==> src/rtl/ucq_pkg.sv <==
`default_nettype none
// ============================================================================
// Module      : ucq_pkg
// Description : Shared literal type and sizing constants for the mstack to
//               UCQ_out broadcast path and its per-engine queues.
// Revision    : 1.0 - initial release
// ============================================================================

`ifndef NUM_ENGINE
`define NUM_ENGINE 2
`endif

`ifndef UCQ_SIZE
`define UCQ_SIZE 4
`endif

`ifndef LIT_IDX_MAX
`define LIT_IDX_MAX 7
`endif

package ucq_pkg;

    // Literal width: bit indices 0..LIT_IDX_MAX.
    localparam int c_lit_w      = `LIT_IDX_MAX + 1;
    localparam int c_num_engine = `NUM_ENGINE;
    localparam int c_ucq_size   = `UCQ_SIZE;

    typedef logic [c_lit_w-1:0] lit_t;

endpackage : ucq_pkg

`default_nettype wire

==> src/rtl/ucq_fifo.sv <==
`default_nettype none
// ============================================================================
// Module      : ucq_fifo
// Description : Single-engine literal FIFO. Flags are registered from the
//               next-state occupancy count; head is read combinationally and
//               forced to zero while empty.
// Ports       : clk, rst (sync, active-high), flush (clears contents),
//               push/din (write), pop (consume head), dout (head literal),
//               empty/full (registered flags), ovf (push seen while full).
// Revision    : 1.0 - initial release
// ============================================================================

module ucq_fifo
    import ucq_pkg::*;
#(
    parameter int DEPTH = c_ucq_size,
    parameter int PTR_W = $clog2(DEPTH)
) (
    input  logic clk,
    input  logic rst,
    input  logic flush,
    input  logic push,
    input  logic pop,
    input  lit_t din,
    output lit_t dout,
    output logic empty,
    output logic full,
    output logic ovf
);

    localparam logic [PTR_W:0] c_full_cnt = (PTR_W + 1)'(DEPTH);

    lit_t             r_mem [DEPTH];
    logic [PTR_W-1:0] r_wr_ptr;
    logic [PTR_W-1:0] r_rd_ptr;
    logic [PTR_W:0]   r_count;
    logic             r_empty;
    logic             r_full;

    logic [PTR_W:0]   w_count_nxt;
    logic             w_push_ok;
    logic             w_pop_ok;

    // A push into a full queue is dropped (and reported) so stored data is
    // never overwritten; a pop on an empty queue is silently ignored.
    assign w_push_ok = push && !r_full;
    assign w_pop_ok  = pop && !r_empty;

    always_comb begin
        w_count_nxt = r_count;
        case ({w_push_ok, w_pop_ok})
            2'b10:   w_count_nxt = r_count + 1'b1;
            2'b01:   w_count_nxt = r_count - 1'b1;
            default: w_count_nxt = r_count;
        endcase
    end

    always_ff @(posedge clk) begin
        if (rst || flush) begin
            r_wr_ptr <= '0;
            r_rd_ptr <= '0;
            r_count  <= '0;
            r_empty  <= 1'b1;
            r_full   <= 1'b0;
        end else begin
            if (w_push_ok) r_wr_ptr <= r_wr_ptr + 1'b1;
            if (w_pop_ok)  r_rd_ptr <= r_rd_ptr + 1'b1;
            r_count <= w_count_nxt;
            r_empty <= (w_count_nxt == '0);
            r_full  <= (w_count_nxt == c_full_cnt);
        end
    end

    // Data array is not reset; stale entries are masked by the empty flag.
    always_ff @(posedge clk) begin
        if (w_push_ok) r_mem[r_wr_ptr] <= din;
    end

    assign dout  = r_empty ? '0 : r_mem[r_rd_ptr];
    assign empty = r_empty;
    assign full  = r_full;
    assign ovf   = push && r_full;

endmodule : ucq_fifo

`default_nettype wire

==> src/rtl/ucq_out_bcast.sv <==
`default_nettype none
// ============================================================================
// Module      : ucq_out_bcast
// Description : Replicates each literal popped from the arbiter mstack into
//               one private FIFO per BCP engine. Any full engine queue stalls
//               the broadcast to all engines.
// Ports       : clk, rst (sync, active-high)
//               mstack2ucq_valid/lit : mstack head literal
//               ucq2mstack_full      : per-engine full, mstack pops when all 0
//               flush                : discard all queued literals
//               eng_pop/eng_lit/eng_empty : per-engine consume side
//               ovf_err              : sticky push-into-full indication
// Revision    : 1.0 - initial release
// ============================================================================

module ucq_out_bcast
    import ucq_pkg::*;
#(
    parameter int NUM_ENG = `NUM_ENGINE,
    parameter int DEPTH   = `UCQ_SIZE,
    parameter int PTR_W   = $clog2(DEPTH)
) (
    input  logic                       clk,
    input  logic                       rst,
    input  logic                       mstack2ucq_valid,
    input  lit_t                       mstack2ucq_lit,
    output logic [NUM_ENG-1:0]         ucq2mstack_full,
    input  logic                       flush,
    input  logic [NUM_ENG-1:0]         eng_pop,
    output logic [NUM_ENG*c_lit_w-1:0] eng_lit,
    output logic [NUM_ENG-1:0]         eng_empty,
    output logic                       ovf_err
);

    logic [NUM_ENG-1:0] w_full;
    logic [NUM_ENG-1:0] w_empty;
    logic [NUM_ENG-1:0] w_ovf;
    lit_t               w_lit [NUM_ENG];
    logic               w_accept;
    logic               r_ovf_err;

    // Must mirror the mstack pop rule exactly: a literal leaves the mstack
    // iff it is written into every engine queue.
    assign w_accept = mstack2ucq_valid && !(|w_full) && !flush;

    generate
        for (genvar gi = 0; gi < NUM_ENG; gi++) begin : g_eng
            ucq_fifo #(
                .DEPTH (DEPTH),
                .PTR_W (PTR_W)
            ) u_fifo (
                .clk   (clk),
                .rst   (rst),
                .flush (flush),
                .push  (w_accept),
                .pop   (eng_pop[gi]),
                .din   (mstack2ucq_lit),
                .dout  (w_lit[gi]),
                .empty (w_empty[gi]),
                .full  (w_full[gi]),
                .ovf   (w_ovf[gi])
            );

            assign eng_lit[gi*c_lit_w +: c_lit_w] = w_lit[gi];
        end
    endgenerate

    // Sticky: only rst clears it, flush does not.
    always_ff @(posedge clk) begin
        if (rst) begin
            r_ovf_err <= 1'b0;
        end else if (|w_ovf) begin
            r_ovf_err <= 1'b1;
        end
    end

    assign ucq2mstack_full = w_full;
    assign eng_empty       = w_empty;
    assign ovf_err         = r_ovf_err;

endmodule : ucq_out_bcast

`default_nettype wire

==> config.mk <==
export PLATFORM = sky130hd
export DESIGN_NAME = ucq_out_bcast
export DESIGN_NICKNAME = d
export VERILOG_FILES = /design/src/rtl/ucq_pkg.sv /design/src/rtl/ucq_fifo.sv /design/src/rtl/ucq_out_bcast.sv
export SDC_FILE = /design/constraint.sdc
export NUM_CORES = 1
export LEC_CHECK = 0
export ABC_AREA = 1
export ABC_CLOCK_PERIOD_IN_PS = 1700
export CAP_MARGIN = 15
export CORE_ASPECT_RATIO = 1.75
export CORE_MARGIN = 2
export CORE_UTILIZATION = 49
export CTS_CLUSTER_SIZE = 8
export DETAILED_ROUTE_END_ITERATION = 10
export PLACE_DENSITY_LB_ADDON = 0.15
export SKIP_LAST_GASP = 1
export SLEW_MARGIN = 20
export SYNTH_ARGS = -nofsm -noshare
export SYNTH_HDL_FRONTEND = slang
export SYNTH_SLANG_ARGS = --single-unit
==> constraint.sdc <==
create_clock -name clk -period 1.7 [get_ports clk]
set_input_delay 0.34 -clock clk [delete_from_list [all_inputs] [get_ports clk]]
set_output_delay 0.34 -clock clk [all_outputs]
set_load 0.01 [all_outputs]
==> flow_metrics.env <==
export IMPL_outcome="finished with violations"
export IMPL_failed_checks="setup timing"
export IMPL_cts_tree="built"
export IMPL_cts_sinks=87
export IMPL_fill_cells=584
export IMPL_total_power_mw=4.436
export IMPL_ir_drop_mv=0.8627
export IMPL_rows=41
export IMPL_yosysSeqAreaShare=0.6452
export IMPL_syn_cell_area_mm2=0.003692
export IMPL_num_antenna_cells=0
export IMPL_dieHeight_um=118.8
export IMPL_grt_pass1_vias=2515
export IMPL_synth_nets=363
export IMPL_clk_latency_ps=340
export IMPL_dr_first_iter_drc_count=233
export IMPL_drv_slew=0
export IMPL_synth_seq_cells=87
export IMPL_ioPinCount=35
export IMPL_register_area_mm2=0.002397
export IMPL_fin_ws_ps=-63.59
export IMPL_dieArea_mm2=0.008273
export IMPL_pre_cts_ws_ps=-505.8
export IMPL_setup_viol=10
export IMPL_final_setup_skew_ps=6.496
export IMPL_routabilityCongestion=0.7279
export IMPL_hpwl_mm=4.925
export IMPL_fin_crit_ps=1764
export IMPL_worst_pin_slew_ps=358.6
export IMPL_hold_viol_final=0
export IMPL_end_kind="output pin"
export IMPL_timing_final_crit_share=1.037
export IMPL_ys_warn_count=0
export IMPL_core_area_mm2=0.007284
export IMPL_wl_mm=7.449
export IMPL_numCtsBuffers=9
export IMPL_synthToLayoutAreaGrowth_pct=27.65
export IMPL_p_per_area_mw_per_mm2=941.2
export IMPL_initial_core_util=0.5069
export IMPL_holdPathStages=2
export IMPL_drc_errors=0
export IMPL_fmax_mhz=567.0
export IMPL_clkTransAtPathRegs_ps=60
export IMPL_maxCapViolCount=0
export IMPL_cts_root_buf="clkbuf_16"
export IMPL_rsz0062_at_grt="true"
export IMPL_holdWs_ps=421.6
export IMPL_syn_avg_cell_area_um2=10.96
export IMPL_die_x_um=69.62
export IMPL_wire_per_inst_um=14.96
export IMPL_critPathKind="register to output pin"
export IMPL_drive_gt1_frac=0.2816
export IMPL_relSlewSlack=0.7602
export IMPL_antenna_left=0
export IMPL_ys_types=22
export IMPL_multi_input_area_mm2=0.001129
export IMPL_grt_pass1_wl_mm=11.94
export IMPL_p_leak_nw=1.878
export IMPL_fin_nets=433
export IMPL_required_ps=1360
export IMPL_synth_cells=337
export IMPL_crit_fanout=6
export IMPL_grt_start_max_net_pins=17
export IMPL_hold_path_class="register to register"
export IMPL_grt_antenna_before_repair=0
export IMPL_dr_pass1_iters=4
export IMPL_htreeDepth=3
export IMPL_arrival_ps=1420
export IMPL_overflow=0
export IMPL_num_vias=2562
export IMPL_viasPerCell=5.145
export IMPL_io_buffers=34
export IMPL_rr_worst_depth=9
export IMPL_placed_cell_area_mm2=0.004267
export IMPL_fin_area_mm2=0.004713
export IMPL_grt_usage=0.1886
export IMPL_crit_path_start_kind="register"
export IMPL_cts_buffer_depth=2
[per-layer routing]
metal,global-route usage,part of all wire,vias to the layer above
li1,-,-,1258
met4,0.08293,0.022,0
met3,0.03553,0.035,11
met1,0.2082,0.38,1247
met2,0.3468,0.56,46
met5,0,0,-
[cells by family after synthesis]
group,count (synthesis),share of synthesized area
compound gates,64,0.08675
xor+xnor,4,0.009490
fa+ha+maj,12,0.04473
buf+inv,57,0.08268
flops,87,0.6452
simple gates,113,0.1311
[report_power, final]
part / switching [mW] / internal (mW) / total [mW]
Combinational: 0.174 / 0.137 / 0.311
Clock: 0.723 / 1.07 / 1.79
Sequential: 0.0182 / 2.31 / 2.33
Total: 0.915 / 3.52 / 4.44
[worst max-delay path, stage by stage, from the launching register on]
cell	delay, ps
dfxtp_4	400
buf_6	130
nor2_1	40
nor2_1	100
o21ai_1	90
a21oi_2	170
buf_2	160
[synthesized netlist by cell type]
library cell / n / area, um2
inv_2: 2 / 7.510
nor2_2: 1 / 6.260
nor2_8: 2 / 40.04
nand4_1: 4 / 25.02
o21ai_1: 20 / 100.1
ha_1: 10 / 125.1
dfxtp_1: 23 / 460.4
nor2_1: 84 / 315.3
nand3_1: 7 / 35.03
inv_1: 39 / 146.4
a21oi_1: 24 / 120.1
buf_6: 5 / 56.30
o21ai_0: 20 / 100.1
buf_8: 2 / 30.03
nand3_2: 1 / 10.01
xor2_1: 2 / 17.52
xnor2_1: 2 / 17.52
buf_4: 8 / 60.06
fa_1: 2 / 40.04
nand2_1: 14 / 52.55
buf_2: 1 / 5.000
edfxtp_1: 64 / 1922
[state kept, by name, indices dropped and copies added, names as in the netlist, named ones only]
name	count
g_eng.u_fifo.full	2
g_eng.u_fifo.empty	2
g_eng.u_fifo.r_mem	64
g_eng.u_fifo.r_wr_ptr	4
ovf_err	1
g_eng.u_fifo.r_rd_ptr	4
g_eng.u_fifo.r_count	6
[path summary, 6_finish.rpt]
kind                         from                    end  slack (ps)
max reg2reg  g_eng[0].u_fifo.full  g_eng[1].u_fifo.empty           0
min reg2reg               ovf_err                ovf_err         420
max                      register             eng_lit[2]         -60
min                       ovf_err                ovf_err         420
[stage by stage]
| step | TNS [ps] | cells | util |
|---|---|---|---|
| 4_1_cts | -515.7 | 496 | 0.6295 |
| 6_report | -285.7 | 498 | 0.6470 |
| 2_1_floorplan | -54.14 | 337 | - |
| 3_5_place_dp | -11050 | 473 | 0.5857 |
| 5_1_grt | -1576 | 498 | 0.6470 |
| 3_3_place_gp | -9162 | 473 | 0.5857 |
[cells in the final DEF, fill, tap and decap left out]
cell / instances
nor2_4: 2
nor2_8: 2
buf_6: 9
buf_12: 2
dlygate4sd2_1: 5
dlymetal6s2s_1: 1
o21ai_1: 20
clkinv_2: 1
dfxtp_2: 3
inv_8: 1
clkdlybuf4s50_1: 12
nor2_1: 76
o21ai_4: 1
ha_1: 8
xnor2_1: 2
nand3_2: 3
a21oi_2: 5
clkbuf_8: 2
o21ai_0: 14
nand4_1: 4
dfxtp_1: 17
ha_4: 2
edfxtp_1: 64
nand3_1: 5
nor2_2: 7
o21ai_2: 5
clkbuf_1: 4
nand2_2: 2
inv_2: 7
xor2_1: 2
buf_2: 16
clkbuf_16: 10
nand2_1: 12
fa_2: 2
a21oi_1: 19
dfxtp_4: 3
buf_4: 29
inv_4: 2
inv_1: 31
[cell type report]
| class | instances | area share |
|---|---|---|
| clock buffer | 15 | 0.05681 |
| clock inverter | 1 | 0.001062 |
| inverter | 41 | 0.03531 |
| multi-input combinational | 193 | 0.2394 |
| sequential | 87 | 0.5086 |
| tap | 86 | 0.02283 |
| timing repair buffer | 75 | 0.1359 |
[what timing repair did]
action	CTS	global route
setup endpoints to repair	25	23
pin swaps	16	29
gates cloned	1	1
hold buffers	0	0
setup buffers	6	2
gates resized for setup	105	33
Power figures use the tool's default switching activity.
==> edit 1: new RTL, same flow settings <==
Put one more register stage on the output `ovf_err`, with the module's reset. The value now appears one clock later. The other outputs are not delayed to match.
--- a/src/rtl/ucq_out_bcast.sv
+++ b/src/rtl/ucq_out_bcast.sv
@@ -76,7 +76,13 @@
 
     assign ucq2mstack_full = w_full;
     assign eng_empty       = w_empty;
-    assign ovf_err         = r_ovf_err;
+    always_ff @(posedge clk) begin
+        if (rst) begin
+            ovf_err <= '0;
+        end else begin
+            ovf_err <= r_ovf_err;
+        end
+    end
 
 endmodule : ucq_out_bcast
 
Function: no difference found for any inputs over 4 cycles, from zero or initial values and one cycle with rst high; that may be too few to reach the edited logic, so the function may still have changed.
==> edit 1 against the original RTL <==
The run still ends with negative setup slack left; non-clock buffer count is 5 lower; design area decreased by 1.5%; sequential cell count is 1 higher; worst setup slack gained 0.0035 ns; first-iteration DRC count increased by 18%; wire length shrank 0.51%; power decreased by 0.46%; critical path depth grew 3; area after synthesis increased by 0.51%; register-to-register slack worse by 0.06 ns; die area increased by 0.48%; global-route usage shrank 0.30 points.
==> edit 1: results (changes against the original RTL) <==
Run status
  – Run status: finished with violations
  – Failing checks: negative setup slack

Setup path
  – CP max-delay cell: fa_2
  – CP max stage delay: 0.44 ns (+0.04 ns)
  – Worst endpoint data arrival time: 1.99 ns (+0.57 ns)
  – Delay-heaviest family, CP: adder cells

Finish
  – Clock buffer count: 16 (+1)
  – Non-clk invs: 40 (-2.4%)
  – Non-clk buf share: 12.2% (-1.4 points)
  – Number of nets in the layout: 431 (-0.46%)
  – Bufs w/o clock: 70 (-6.7%)
  – Fraction of layout cells with a size suffix above 1: 25.1% (-3.0 points)

Timing
  – Worst setup slack after layout: -0.0601 ns (+0.00351 ns)
  – Relative slew slack: 76.0% (about the same)
  – Final hold slack: 0.427 ns (+0.00580 ns)
  – Setup violations, final: 9 (-1)

Drt
  – Via density per instance: 5.03 (-2.2%)
  – WL/cell: 14.9 um (-0.51%)
  – Initial drt markers: 274 (+18%)

Place
  – Pre-CTS WS: -0.524 ns (-0.0184 ns)

Power and ir drop
  – VDD IR-drop max: 644 uV (-25%)

Global routing
  – Gr usage total: 18.6% (-0.30 points)

Logic synthesis
  – XOR/XNOR share of the synthesized area: 0.708% (-0.24 points)
  – Synthesized flop and latch total: 88 (+1.1%)

Min path
  – Hold worst-path end: ovf_err
-- edit 1: worst register-to-register path, delay by kind of cell, from the launching register on --
family / cells / cell delay, ns
buffers and inverters: 1 / 0.06
AND/OR/NAND/NOR: 5 / 0.46
AO/OA/AOI/OAI: 1 / 0.19
flip-flops: 1 / 0.33
adder cells (fa/ha/maj): 2 / 0.62
-- edit 1: power by group through the flow --
stage	Sequential, mW	Clock, mW	Combinational, mW
after global routing	2.36	1.88	0.323
after floorplan	2.40	0	0.152
after CTS	2.36	1.80	0.276
after global placement	2.40	0	0.273
final	2.36	1.77	0.290
after detailed placement	2.40	0	0.280
-- edit 1: layer usage --
metal  share of wire, %  vias up  global-route usage, %
li1                   -     1253                      -
met1                 38     1207                   19.9
met2                 58       36                   34.0
met3                2.3       10                   2.88
met4                2.1        0                   10.1
met5                  0        -                      0
==> edit 2: new RTL, same flow settings <==
Without the edit above. Set the macro `NUM_ENGINE` to 4 (it was 2).
--- a/src/rtl/ucq_pkg.sv
+++ b/src/rtl/ucq_pkg.sv
@@ -7,7 +7,7 @@
 // ============================================================================
 
 `ifndef NUM_ENGINE
-`define NUM_ENGINE 2
+`define NUM_ENGINE 4
 `endif
 
 `ifndef UCQ_SIZE
Interface: changed (resized eng_empty, eng_lit, eng_pop and ucq2mstack_full); port bits go from 35 to 57. No check against the original RTL was run, so the function may have changed too.
==> edit 2 against the original RTL <==
The flow still finishes with violations (negative setup slack); power grew 97%; wire length is 100% higher; sequential cell count rose by 86; worst setup slack worse by 0.12 ns; sequential power grew 99%; count of clock-buffer cells in the layout is 2 higher; clock power increased by 96%; final cell count grew 91%; critical path depth fell by 1; via count is 88% higher; design area rose by 94%; area after synthesis rose by 93%; non-clock buffer count grew 53; highest routed layer unchanged.
==> edit 2: results (changes against the original RTL) <==
Drt
  – Via count: 4812 (+88%)
  – DR pass1 iterations: 5 (+1)
  – Sum of routed wire length over all layers: 15100 um (+100%)

Global routing
  – Gr usage total: 19.7% (+0.85 points)
  – Largest net degree at the start of global routing: 26 (+9)
  – Met1 Use GR: 19.8% (-1.1 points)

Timing
  – Relative slew slack: 82.4% (+6.4 points)
  – Setup violations, final: 37 (+27)
  – Worst Clk Skew: 0.0131 ns (+0.00665 ns)
  – TNS Setup: -3.62 ns (-3.33 ns)
  – Worst setup slack after layout: -0.183 ns (-0.120 ns)

Power and ir drop
  – Leak: 3.50 nW (+86%)
  – Pint: 6.73 mW (+91%)

Place
  – GP Congestion: 0.828 (+14%)
  – PortBufs: 56 (+65%)
  – Hpwl dp: 10100 um (+100%)
  – Pre-CTS WS: -0.718 ns (-0.212 ns)
  – Post-DP Area: 8240 sq um (+93%)

Logic synthesis
  – Most frequent cells after synthesis: 175 x nor2_1, 128 x edfxtp_1, 79 x o21ai_0
  – Post-Syn Instances: 647 (+92%)
  – Adder-cell share of the synthesized area: 4.47% (about the same)
  – Synth top area cells: edfxtp_1 54%, dfxtp_1 13%, nor2_1 9.2%, o21ai_0 5.6%, a21oi_1 3.5%
  – Synth Area in Compound Gates: 9.08% (+0.40 points)
  – Register area share after synthesis: 66.7% (+2.2 points)

Clocking
  – Num CTS Buffers: 17 (+8)
  – H-tree Lvls: 4 (+1)
  – Clk_lat worst skew: 0.42 ns (+0.08 ns)

Run status
  – Run status: finished with violations
  – Failing checks: negative setup slack

Finish
  – Number of nets in the layout: 799 (+85%)
  – Fraction of layout cells with a size suffix above 1: 30.9% (+2.8 points)

Setup path
  – Delay-heaviest family, CP: buffers and inverters
  – CP max stage delay: 0.38 ns (-0.02 ns)
  – Worst Path Max Fanout: 16 (+10)
==> edit 2: what timing repair did <==
item | CTS | global route
pin swaps | 46 | 79
gates cloned | 3 | 3
resized for setup | 208 | 109
buffers inserted | 5 | 2
endpoints found under the setup margin | 55 | 48
==> edit 2: power groups by stage <==
stage / logic, mW / clock network [mW] / registers [mW]
after floorplan: 0.284 / 0 / 4.72
after global placement: 0.540 / 0 / 4.73
after detailed placement: 0.559 / 0 / 4.73
after CTS: 0.558 / 3.58 / 4.64
after global routing: 0.657 / 3.74 / 4.65
final: 0.597 / 3.50 / 4.64
==> edit 2: routing by layer <==
| metal | wire (um) | up-vias |
|---|---|---|
| li1 | - | 2383 |
| met1 | 5460 | 2310 |
| met2 | 8760 | 96 |
| met3 | 505 | 23 |
| met4 | 339 | 0 |
| met5 | 0 | - |
==> edit 2: area by class of cell <==
| cell class | instances | area (sq um) |
|---|---|---|
| sequential | 173 | 4770 |
| clock inverter | 15 | 111 |
| timing repair buffer | 128 | 1080 |
| fill | 1130 | 5130 |
| inverter | 61 | 282 |
| multi-input combinational | 379 | 2270 |
| tap | 180 | 225 |
| clock buffer | 17 | 425 |
==> edit 2: kinds of logic after synthesis <==
kind of cell | Yosys count
compound gates | 129
xor+xnor | 10
fa+ha+maj | 23
buf+inv | 95
flops | 173
simple gates | 217
==> edit 2: final timing paths <==
| kind | start | to | slack, ns | cells past startpoint |
|---|---|---|---|---|
| worst max register to register | g_eng[1].u_fifo.full | g_eng[0].u_fifo.empty | -0.04 | 9 |
| worst min-delay path | ovf_err | ovf_err | 0.43 | 2 |
| worst max-delay path | flop | eng_lit[20] | -0.18 | 5 |
| worst min register to register | ovf_err | ovf_err | 0.43 | 2 |
